$ cat config.mk
export PLATFORM = sky130hd
export DESIGN_NAME = prince_bwd_rounds
export DESIGN_NICKNAME = d
export VERILOG_FILES = /design/src/rtl/prince_bwd_rounds.sv
export SDC_FILE = /design/constraint.sdc
export NUM_CORES = 1
export LEC_CHECK = 0
export ABC_AREA = 1
export ABC_CLOCK_PERIOD_IN_PS = 11050
export BUFFER_PORTS_ARGS = -buffer_cell sky130_fd_sc_hd__buf_2
export CORE_ASPECT_RATIO = 0.8
export CORE_MARGIN = 2
export CORE_UTILIZATION = 45
export DETAILED_ROUTE_END_ITERATION = 8
export PLACE_DENSITY = 0.73
export SYNTH_ARGS = -nofsm -noshare
export SYNTH_HDL_FRONTEND = slang
export SYNTH_HIERARCHICAL = 1
export SYNTH_SLANG_ARGS = --single-unit
$ cat constraint.sdc
create_clock -name clk -period 11.05 [get_ports clk]
set_input_delay 0.5525 -clock clk [delete_from_list [all_inputs] [get_ports clk]]
set_output_delay 0.5525 -clock clk [all_outputs]
set_load 0.01 [all_outputs]
$ cat src/rtl/prince_bwd_rounds.sv
// PRINCE backward half: inverse rounds R6^-1..R10^-1, one per clock, then the final RC11 ^ k1 addition.
// Optional build macro PRINCE_BWD_DEC_EN adds a `dec` input that loads k1 ^ alpha for decryption.

module linear_m_inv (
  input  logic [63:0] din,
  output logic [63:0] dout
);
  logic [63:0] sr;

  // Diagonal of block M_i inside M-hat: identity with nibble bit i cleared (bit 0 = nibble MSB).
  function automatic logic [3:0] blk_mask(input int idx);
    case (idx % 4)
      0:       return 4'h7;
      1:       return 4'hB;
      2:       return 4'hD;
      default: return 4'hE;
    endcase
  endfunction

  always_comb begin
    // NOTE: every combinational output gets a default first, so no latch can be inferred.
    sr   = '0;
    dout = '0;
    // Inverse ShiftRows: output nibble i takes input nibble 13*i mod 16.
    for (int i = 0; i < 16; i++)
      sr[63-4*i -: 4] = din[63-4*((13*i)%16) -: 4];
    // M' = diag(M-hat0, M-hat1, M-hat1, M-hat0) over 16-bit chunks, chunk 0 = bits [63:48].
    for (int c = 0; c < 4; c++)
      for (int j = 0; j < 4; j++)
        for (int k = 0; k < 4; k++)
          dout[63-16*c-4*j -: 4] = dout[63-16*c-4*j -: 4]
            ^ (sr[63-16*c-4*k -: 4] & blk_mask(j + k + ((c == 1 || c == 2) ? 1 : 0)));
  end
endmodule

module prince_bwd_rounds (
  input  logic        clk,
  input  logic        rst,
  input  logic        in_valid,
  output logic        in_ready,
  input  logic [63:0] din,
  input  logic [63:0] k1,
`ifdef PRINCE_BWD_DEC_EN
  input  logic        dec,
`endif
  output logic        out_valid,
  input  logic        out_ready,
  output logic [63:0] dout
);
  localparam logic [63:0] RC11 = 64'hc0ac29b7c97c50dd;

  typedef enum logic [1:0] {IDLE, RUN, DONE} fsm_t;

  fsm_t        fsm;
  logic [2:0]  cnt;
  logic [63:0] state_q;
  logic [63:0] key_q;
  logic [63:0] key_in;
  logic [63:0] rc;
  logic [63:0] mix;
  logic [63:0] sub;

  function automatic logic [3:0] sbox_inv(input logic [3:0] x);
    case (x)
      4'h0: return 4'hB;  4'h1: return 4'h7;  4'h2: return 4'h3;  4'h3: return 4'h2;
      4'h4: return 4'hF;  4'h5: return 4'hD;  4'h6: return 4'h8;  4'h7: return 4'h9;
      4'h8: return 4'hA;  4'h9: return 4'h6;  4'hA: return 4'h4;  4'hB: return 4'h0;
      4'hC: return 4'h5;  4'hD: return 4'hE;  4'hE: return 4'hC;  default: return 4'h1;
    endcase
  endfunction

`ifdef PRINCE_BWD_DEC_EN
  localparam logic [63:0] ALPHA = 64'hc0ac29b7c97c50dd;
  assign key_in = dec ? (k1 ^ ALPHA) : k1;
`else
  assign key_in = k1;
`endif

  always_comb begin
    case (cnt)
      3'd0:    rc = 64'h7ef84f78fd955cb1;
      3'd1:    rc = 64'h85840851f1ac43aa;
      3'd2:    rc = 64'hc882d32f25323c54;
      3'd3:    rc = 64'h64a51195e0e3610d;
      3'd4:    rc = 64'hd3b5a399ca0c2399;
      default: rc = '0;
    endcase
  end

  linear_m_inv u_m_inv (
    .din  (state_q ^ key_q ^ rc),
    .dout (mix)
  );

  always_comb begin
    sub = '0;
    for (int i = 0; i < 16; i++)
      sub[63-4*i -: 4] = sbox_inv(mix[63-4*i -: 4]);
  end

  always_ff @(posedge clk or posedge rst) begin
    if (rst) begin
      fsm       <= IDLE;
      cnt       <= '0;
      state_q   <= '0;
      key_q     <= '0;
      in_ready  <= 1'b1;
      out_valid <= 1'b0;
    end else begin
      // NOTE: sequential state uses non-blocking assignments so every register samples pre-edge values.
      unique case (fsm)
        IDLE: begin
          if (in_valid) begin
            state_q  <= din;
            key_q    <= key_in;
            cnt      <= '0;
            in_ready <= 1'b0;
            fsm      <= RUN;
          end
        end
        RUN: begin
          if (cnt == 3'd4) begin
            state_q   <= sub ^ key_q ^ RC11;
            cnt       <= '0;
            out_valid <= 1'b1;
            fsm       <= DONE;
          end else begin
            state_q <= sub;
            cnt     <= cnt + 3'd1;
          end
        end
        DONE: begin
          if (out_ready) begin
            out_valid <= 1'b0;
            in_ready  <= 1'b1;
            fsm       <= IDLE;
          end
        end
        default: fsm <= IDLE;
      endcase
    end
  end

  assign dout = state_q;
endmodule
* Yosys cells after proc, flatten, opt, wreduce, memory -nomap -nowiden *
Memory sizes are Yosys's and may differ from the RTL's.
Index checks and enable logic that the tools add are counted.

cells by class
  $add $sub $neg = 1
  multiply operators = 0
  div/mod/pow operators = 0
  magnitude comparators = 0
  equal/unequal tests = 9
  shift-type cells = 0
  mux-type cells = 17
  bitwise operators = 52
  reduce and logical (&&, ||, !) cells = 10

operator list
  kind                                                             count
  64-bit case mux with 5 select lines                              1
  64-bit bitwise XOR                                               3
  64-bit two-way mux                                               2
  64-bit case mux with 2 select lines                              1
  4-bit bitwise XOR                                                32
  4-bit by 3-bit bitwise XOR with 4-bit output                     12
  32-bit NOT                                                       1
  3-bit by 4-bit bitwise XOR with 4-bit output                     4
  3-bit AND reduction                                              3
  3-bit by 2-bit == test with 1-bit output, second input constant  2
  2-bit two-way mux                                                3
  3-bit two-way mux                                                2
  2-bit inequality test, second input constant                     3
  2-bit case mux with 3 select lines                               1
  3-bit case mux with 2 select lines                               1
  2-bit nonzero test                                               3
  1-bit two-way mux                                                4
  1-bit case mux with 2 select lines                               2
  2-bit AND reduction                                              2
  3-bit by 1-bit adder with 3-bit output, second input constant    1
  3-bit by 1-bit == test with 1-bit output, second input constant  1
  3-bit == test, second input constant                             1
  3-bit logical NOT                                                1
  2-bit by 1-bit == test with 1-bit output, second input constant  1
  other kinds (2)                                                  2

word-level totals
  bits in registers = 135
  latch bits = 0
  memory bits (writable) = 0
  memory bits (read-only) = 1024
  output and inout bits = 66
  word-level logic and storage cells = 111
  memories kept = 16

memories
  memory            depth  bits a word  rd ports  clocked after Yosys merged registers in  write ports  RTL line  text
  (name not given)  16     4            1         0                                        0            64        case (x)
  (name not given)  16     4            1         0                                        0            64
  (name not given)  16     4            1         0                                        0            64
  (name not given)  16     4            1         0                                        0            64
  (name not given)  16     4            1         0                                        0            64
  (name not given)  16     4            1         0                                        0            64
  +10 memories      n/a    n/a          n/a       n/a                                      n/a          n/a

* Depth between registers and ports, before layout *
An unclocked memory read counts as a cell.

  depth in word-level cells = 11
  depth in mapped cells = 24

* By module *
Netlist, hierarchy kept.

modules (own cells, without submodules)
  module             instances  cells each  area an instance (um^2)
  prince_bwd_rounds  1          1659        10850.4
  linear_m_inv       1          402         1634.1

* Worst setup path before layout *
Ideal clock, no wire load.

  path kind = register -> register
  from = register cnt[0]
  to = register state_q[23], in the netlist dout[23]
  library setup time = 0.123 ns
  data arrival time = 2.817 ns
  setup slack = 8.110 ns
  cell stages (with the launch flop) = 22
  path buffers = 0
  clock period less this slack = 2.940 ns
  path through = dfrtp_1 > inv_1 > ha_1 > inv_2 > nor2_1 > inv_2 > nand2_4 > nor2_1 > nand2_1 > xor2_1 > nand2_1 > nand2_1 > nand2_1 > nand2_1 > inv_1 > ha_1 > inv_1 > nand3_1 > nand3_1 > nand2_1 > o21ai_0 > nand2_1

on the way
  cells in the longest elaborated chain, start to end = 10
  elaborated cells on any way between the ends = 14
  classes of those cells = eq/ne (4); mux (3); bitwise (5); reduce/logical (1); memory (1)

ends and longest elaborated chain
  what                                          RTL line  text
  start, declared                               55        logic [2:0] cnt;
  start signal, assigned                        129       cnt <= cnt + 3'd1;
  3-bit == test, or another cell as far along   80        case (cnt)
  64-bit case mux with 5 select lines (*)       80
  64-bit bitwise XOR (*)                        91        .din (state_q ^ key_q ^ rc),
  4-bit by 3-bit bitwise XOR with 4-bit output  32        ^ (sr[63-16*c-4*k -: 4] & blk_mask(j + k + ((c == 1 || c == 2) ? 1 : 0)));
  4-bit bitwise XOR (*) (2 in a row)            32
  named net mix[21]                             60        logic [63:0] mix;
  memory read 16 x 4 bit (*)                    n/a
  64-bit bitwise XOR                            123       state_q <= sub ^ key_q ^ RC11;
  64-bit two-way mux (*)                        122       if (cnt == 3'd4) begin
  64-bit case mux with 2 select lines (*)       111       unique case (fsm)
  end signal, assigned                          114       state_q <= din;
  end signal, assigned                          123
  end signal, assigned                          128       state_q <= sub;
  end, declared                                 56        logic [63:0] state_q;

The timed path passes the listed nets; every way through them passes the cells marked *.
A chain may end at the register's enable or synchronous reset.

* Worst setup path after layout *
  from = register cnt[0]
  to = register state_q[59], in the netlist dout[59]

on the way
  cells in the longest elaborated chain, start to end = 10
  elaborated cells on any way between the ends = 14
  classes of those cells = eq/ne (4); mux (3); bitwise (5); reduce/logical (1); memory (1)

ends and longest elaborated chain
  what                                              RTL line
  3-bit == test, or another cell as far along       80
  64-bit case mux with 5 select lines (*)           80
  64-bit bitwise XOR (*)                            91
  4-bit bitwise XOR (2 in a row)                    32
  4-bit by 3-bit bitwise XOR with 4-bit output (*)  32
  named net mix[56]                                 60
  memory read 16 x 4 bit (*)                        n/a
  64-bit bitwise XOR                                123
  64-bit two-way mux (*)                            122
  64-bit case mux with 2 select lines (*)           111

Marked as above.

==> run_results.csv <==
group,metric,value,unit
synth,yosys_warnings,6,
routing,ant_nets,0,
floorplanning,dieArea,29100,µm²
timing,setup_viol,0,
placement,hpwl,28750,µm
placement,port_buffers,197,
cts,cts.sinks,135,
cts,clock_latency,0.45,ns
placement,place_congestion,0.9184,
worst_setup_path,worstSetupEndpointType,"register",
timing,clock_skew,0.01664,ns
floorplanning,core,27300,µm²
timing,slew_viol_final,0,
final_layout,nets,2435,
synth,netlist_area,12480,µm²
worst_setup_path,worstPathRequired,11.38,ns
timing,max_slew_margin,0.2714,
timing,period_needed,4.338,ns
routing,first_pass_iters,9,
global_route,grt_usage,0.2684,
synth,synth-seq-cells,135,
worst_setup_path,crit_fanout,19,
synth,syn_avg_cell_area,6.057,µm²
routing,vias_per_cell,5.115,
routing,drtIter0Drc,1135,
worst_setup_path,worst_setup_path_start_kind,"register",
floorplanning,io_pins,198,
global_route,grt_pass1_wl,62330,µm
global_route,grt_max_degree,102,
cts,cts-root-buf,"clkbuf_16",
synth,syn-num-nets,2262,
synth,yosysSeqAreaShare,0.2707,
timing,max_freq,230.5,MHz
timing,rsz0062_at_grt,"false",
run_status,status,"complete, no violations",
global_route,gr-total-overflow,0,
worst_setup_path,worstPathArrival,4.67,ns
hold_path,hp-class,"input port to async pin",
floorplanning,core.rowCount,54,
global_route,grt_pass1_vias,12304,
timing,period_share,0.3926,
worst_setup_path,critPathKind,"register to register",
cts,hold_buffers,0,
cts,post_cts_resized,0,
timing,fin_setup_tns,0,ns
job,maxCapViolCount,0,
routing,via_count,13354,
cts,clkTransAtPathRegs,0.07,ns
floorplanning,chipWidth,190.2,µm
cts,cts_setup_buffers,0,
cts,h-tree-depth,4,
cts,cts.path.max_buffers,2,
floorplanning,die_h,153.0,µm
timing,tightest_slew,1.086,ns
timing,hold_viol,0,
synth,syn-instance-count,2061,
worst_setup_path,r2r_cells,19,
cts,cts_made_buffers,17,
synth,ys_types,26,
cts,cts_tree,"done",
global_route,grt_antenna_before_repair,0,
routing,avgRoutedWirePerCell,14.89,µm
final_layout,antenna_cells,0,
floorplanning,initial_utilization,0.4574,
final_layout,syn2layout_area_growth,14.66,%
final_layout,layout-drive-gt1-share,0.1304,
routing,finalWirelength,38890,µm
routing,drc,0,
-- cells in the final DEF (no fill, tap or decap), types with 2 or more instances in the layout --
cell,Yosys,final
clkbuf_8,0,2
nand2_2,13,13
inv_2,41,40
a21oi_1,6,6
o211ai_1,10,10
buf_2,33,197
xor2_1,46,46
clkbuf_16,0,17
nor2_1,180,180
nand3_1,301,301
buf_4,1,7
xnor2_1,80,80
nand2_1,840,840
dfrtp_1,134,134
clkbuf_1,11,4
o21ai_0,47,47
inv_1,234,232
ha_1,69,69
a21oi_4,2,2
clkinv_2,0,5
bufinv_16,0,3
clkinvlp_4,0,2
-- per-stage QoR --
step	hold slack [ns]	cell area (µm²)	instances	util	worst slack (ns)
3_5_place_dp	0.4711	13720	2579	0.5027	6.801
4_1_cts	0.2982	14320	2611	0.5244	6.785
3_3_place_gp	0.4695	13720	2579	0.5027	6.985
5_1_grt	0.3073	14320	2611	0.5244	6.383
2_1_floorplan	0.4291	12480	2061	-	6.888
6_report	0.2653	14320	2611	0.5244	6.712
-- Yosys cell counts --
cell type / number / area (µm²)
dfstp_2: 1 / 26.28
clkbuf_1: 11 / 41.29
buf_2: 33 / 165.2
a21oi_4: 2 / 32.53
nand2_1: 840 / 3153
xor2_1: 46 / 402.9
a21oi_1: 6 / 30.03
o22ai_1: 1 / 6.260
ha_1: 69 / 863.3
o21ai_0: 47 / 235.2
nor2_1: 180 / 675.7
and3_1: 1 / 6.260
dfrtp_1: 134 / 3353
o31ai_1: 1 / 7.510
xnor2_1: 80 / 700.7
nor2_2: 1 / 6.260
nand3_1: 301 / 1506
buf_6: 5 / 56.30
nand2_2: 13 / 81.33
inv_2: 41 / 153.9
o211ai_1: 10 / 75.07
inv_1: 234 / 878.3
o21ai_1: 1 / 5.000
nand2_4: 1 / 11.26
clkinv_1: 1 / 3.750
buf_4: 1 / 7.510
-- flip-flops by register name, summed over array words and instances (netlist names) --
register   cells
key_q         64
cnt            3
in_ready       1
fsm            2
out_valid      1
dout          64
-- path summary, 6_finish.rpt --
check	endpoint	slack [ns]	startpoint
min	key_q[38]$_DFFE_PP0P_	0.27	rst
max reg2reg	dout[59]$_DFFE_PP0P_	6.71	cnt[0]$_DFFE_PP0P_
min reg2reg	in_ready$_DFFE_PP1P_	0.48	in_ready$_DFFE_PP1P_
max	dout[59]$_DFFE_PP0P_	6.71	cnt[0]$_DFFE_PP0P_
min in group clk	key_q[37]$_DFFE_PP0P_	0.30	k1[37]
max in group asynchronous	dout[1]$_DFFE_PP0P_	9.54	rst
-- layer usage --
layer | GRT usage | wire [µm] | vias up
met3 | 0.04615 | 3041 | 58
met2 | 0.4148 | 16670 | 516
met4 | 0.07161 | 821 | 0
met1 | 0.3862 | 18360 | 6113
met5 | 0 | 0 | -
li1 | - | - | 6667
-- cells by family after synthesis --
group | after synthesis | synth area share
AO/OA/AOI/OAI | 68 | 0.03137
XOR/XNOR | 126 | 0.08839
adder cells (fa/ha/maj) | 69 | 0.06915
buffers and inverters | 326 | 0.1046
flip-flops | 135 | 0.2707
AND/OR/NAND/NOR | 1337 | 0.4358
-- area by class of cell --
class	count	area, µm²
Clock buffer	23	467.9
Clock inverter	9	125.1
Fill cell	2722	12980
Inverter	276	1045
Multi-Input combinational cell	1600	7804
Sequential cell	135	3379
Tap cell	364	455.4
Timing Repair Buffer	204	1039
-- worst max-delay path, stage by stage, from the launching register on --
cell and delay, ns:
dfrtp_1 0.42, inv_1 0.11, ha_1 0.30, nand2_2 0.10, clkinv_1 0.84, a21oi_4 0.55, nand2_1 0.19, xor2_1 0.37
inv_2 0.09, nand2_1 0.10, nand3_1 0.08, nand2_1 0.13, inv_1 0.08, ha_1 0.29, inv_1 0.07, nand3_1 0.12
nand3_1 0.11, nand2_1 0.04, o21ai_0 0.16, nand2_1 0.07
Power is not shown: default switching activity piles up to over one toggle a cycle in this logic, so the estimate is an artifact.
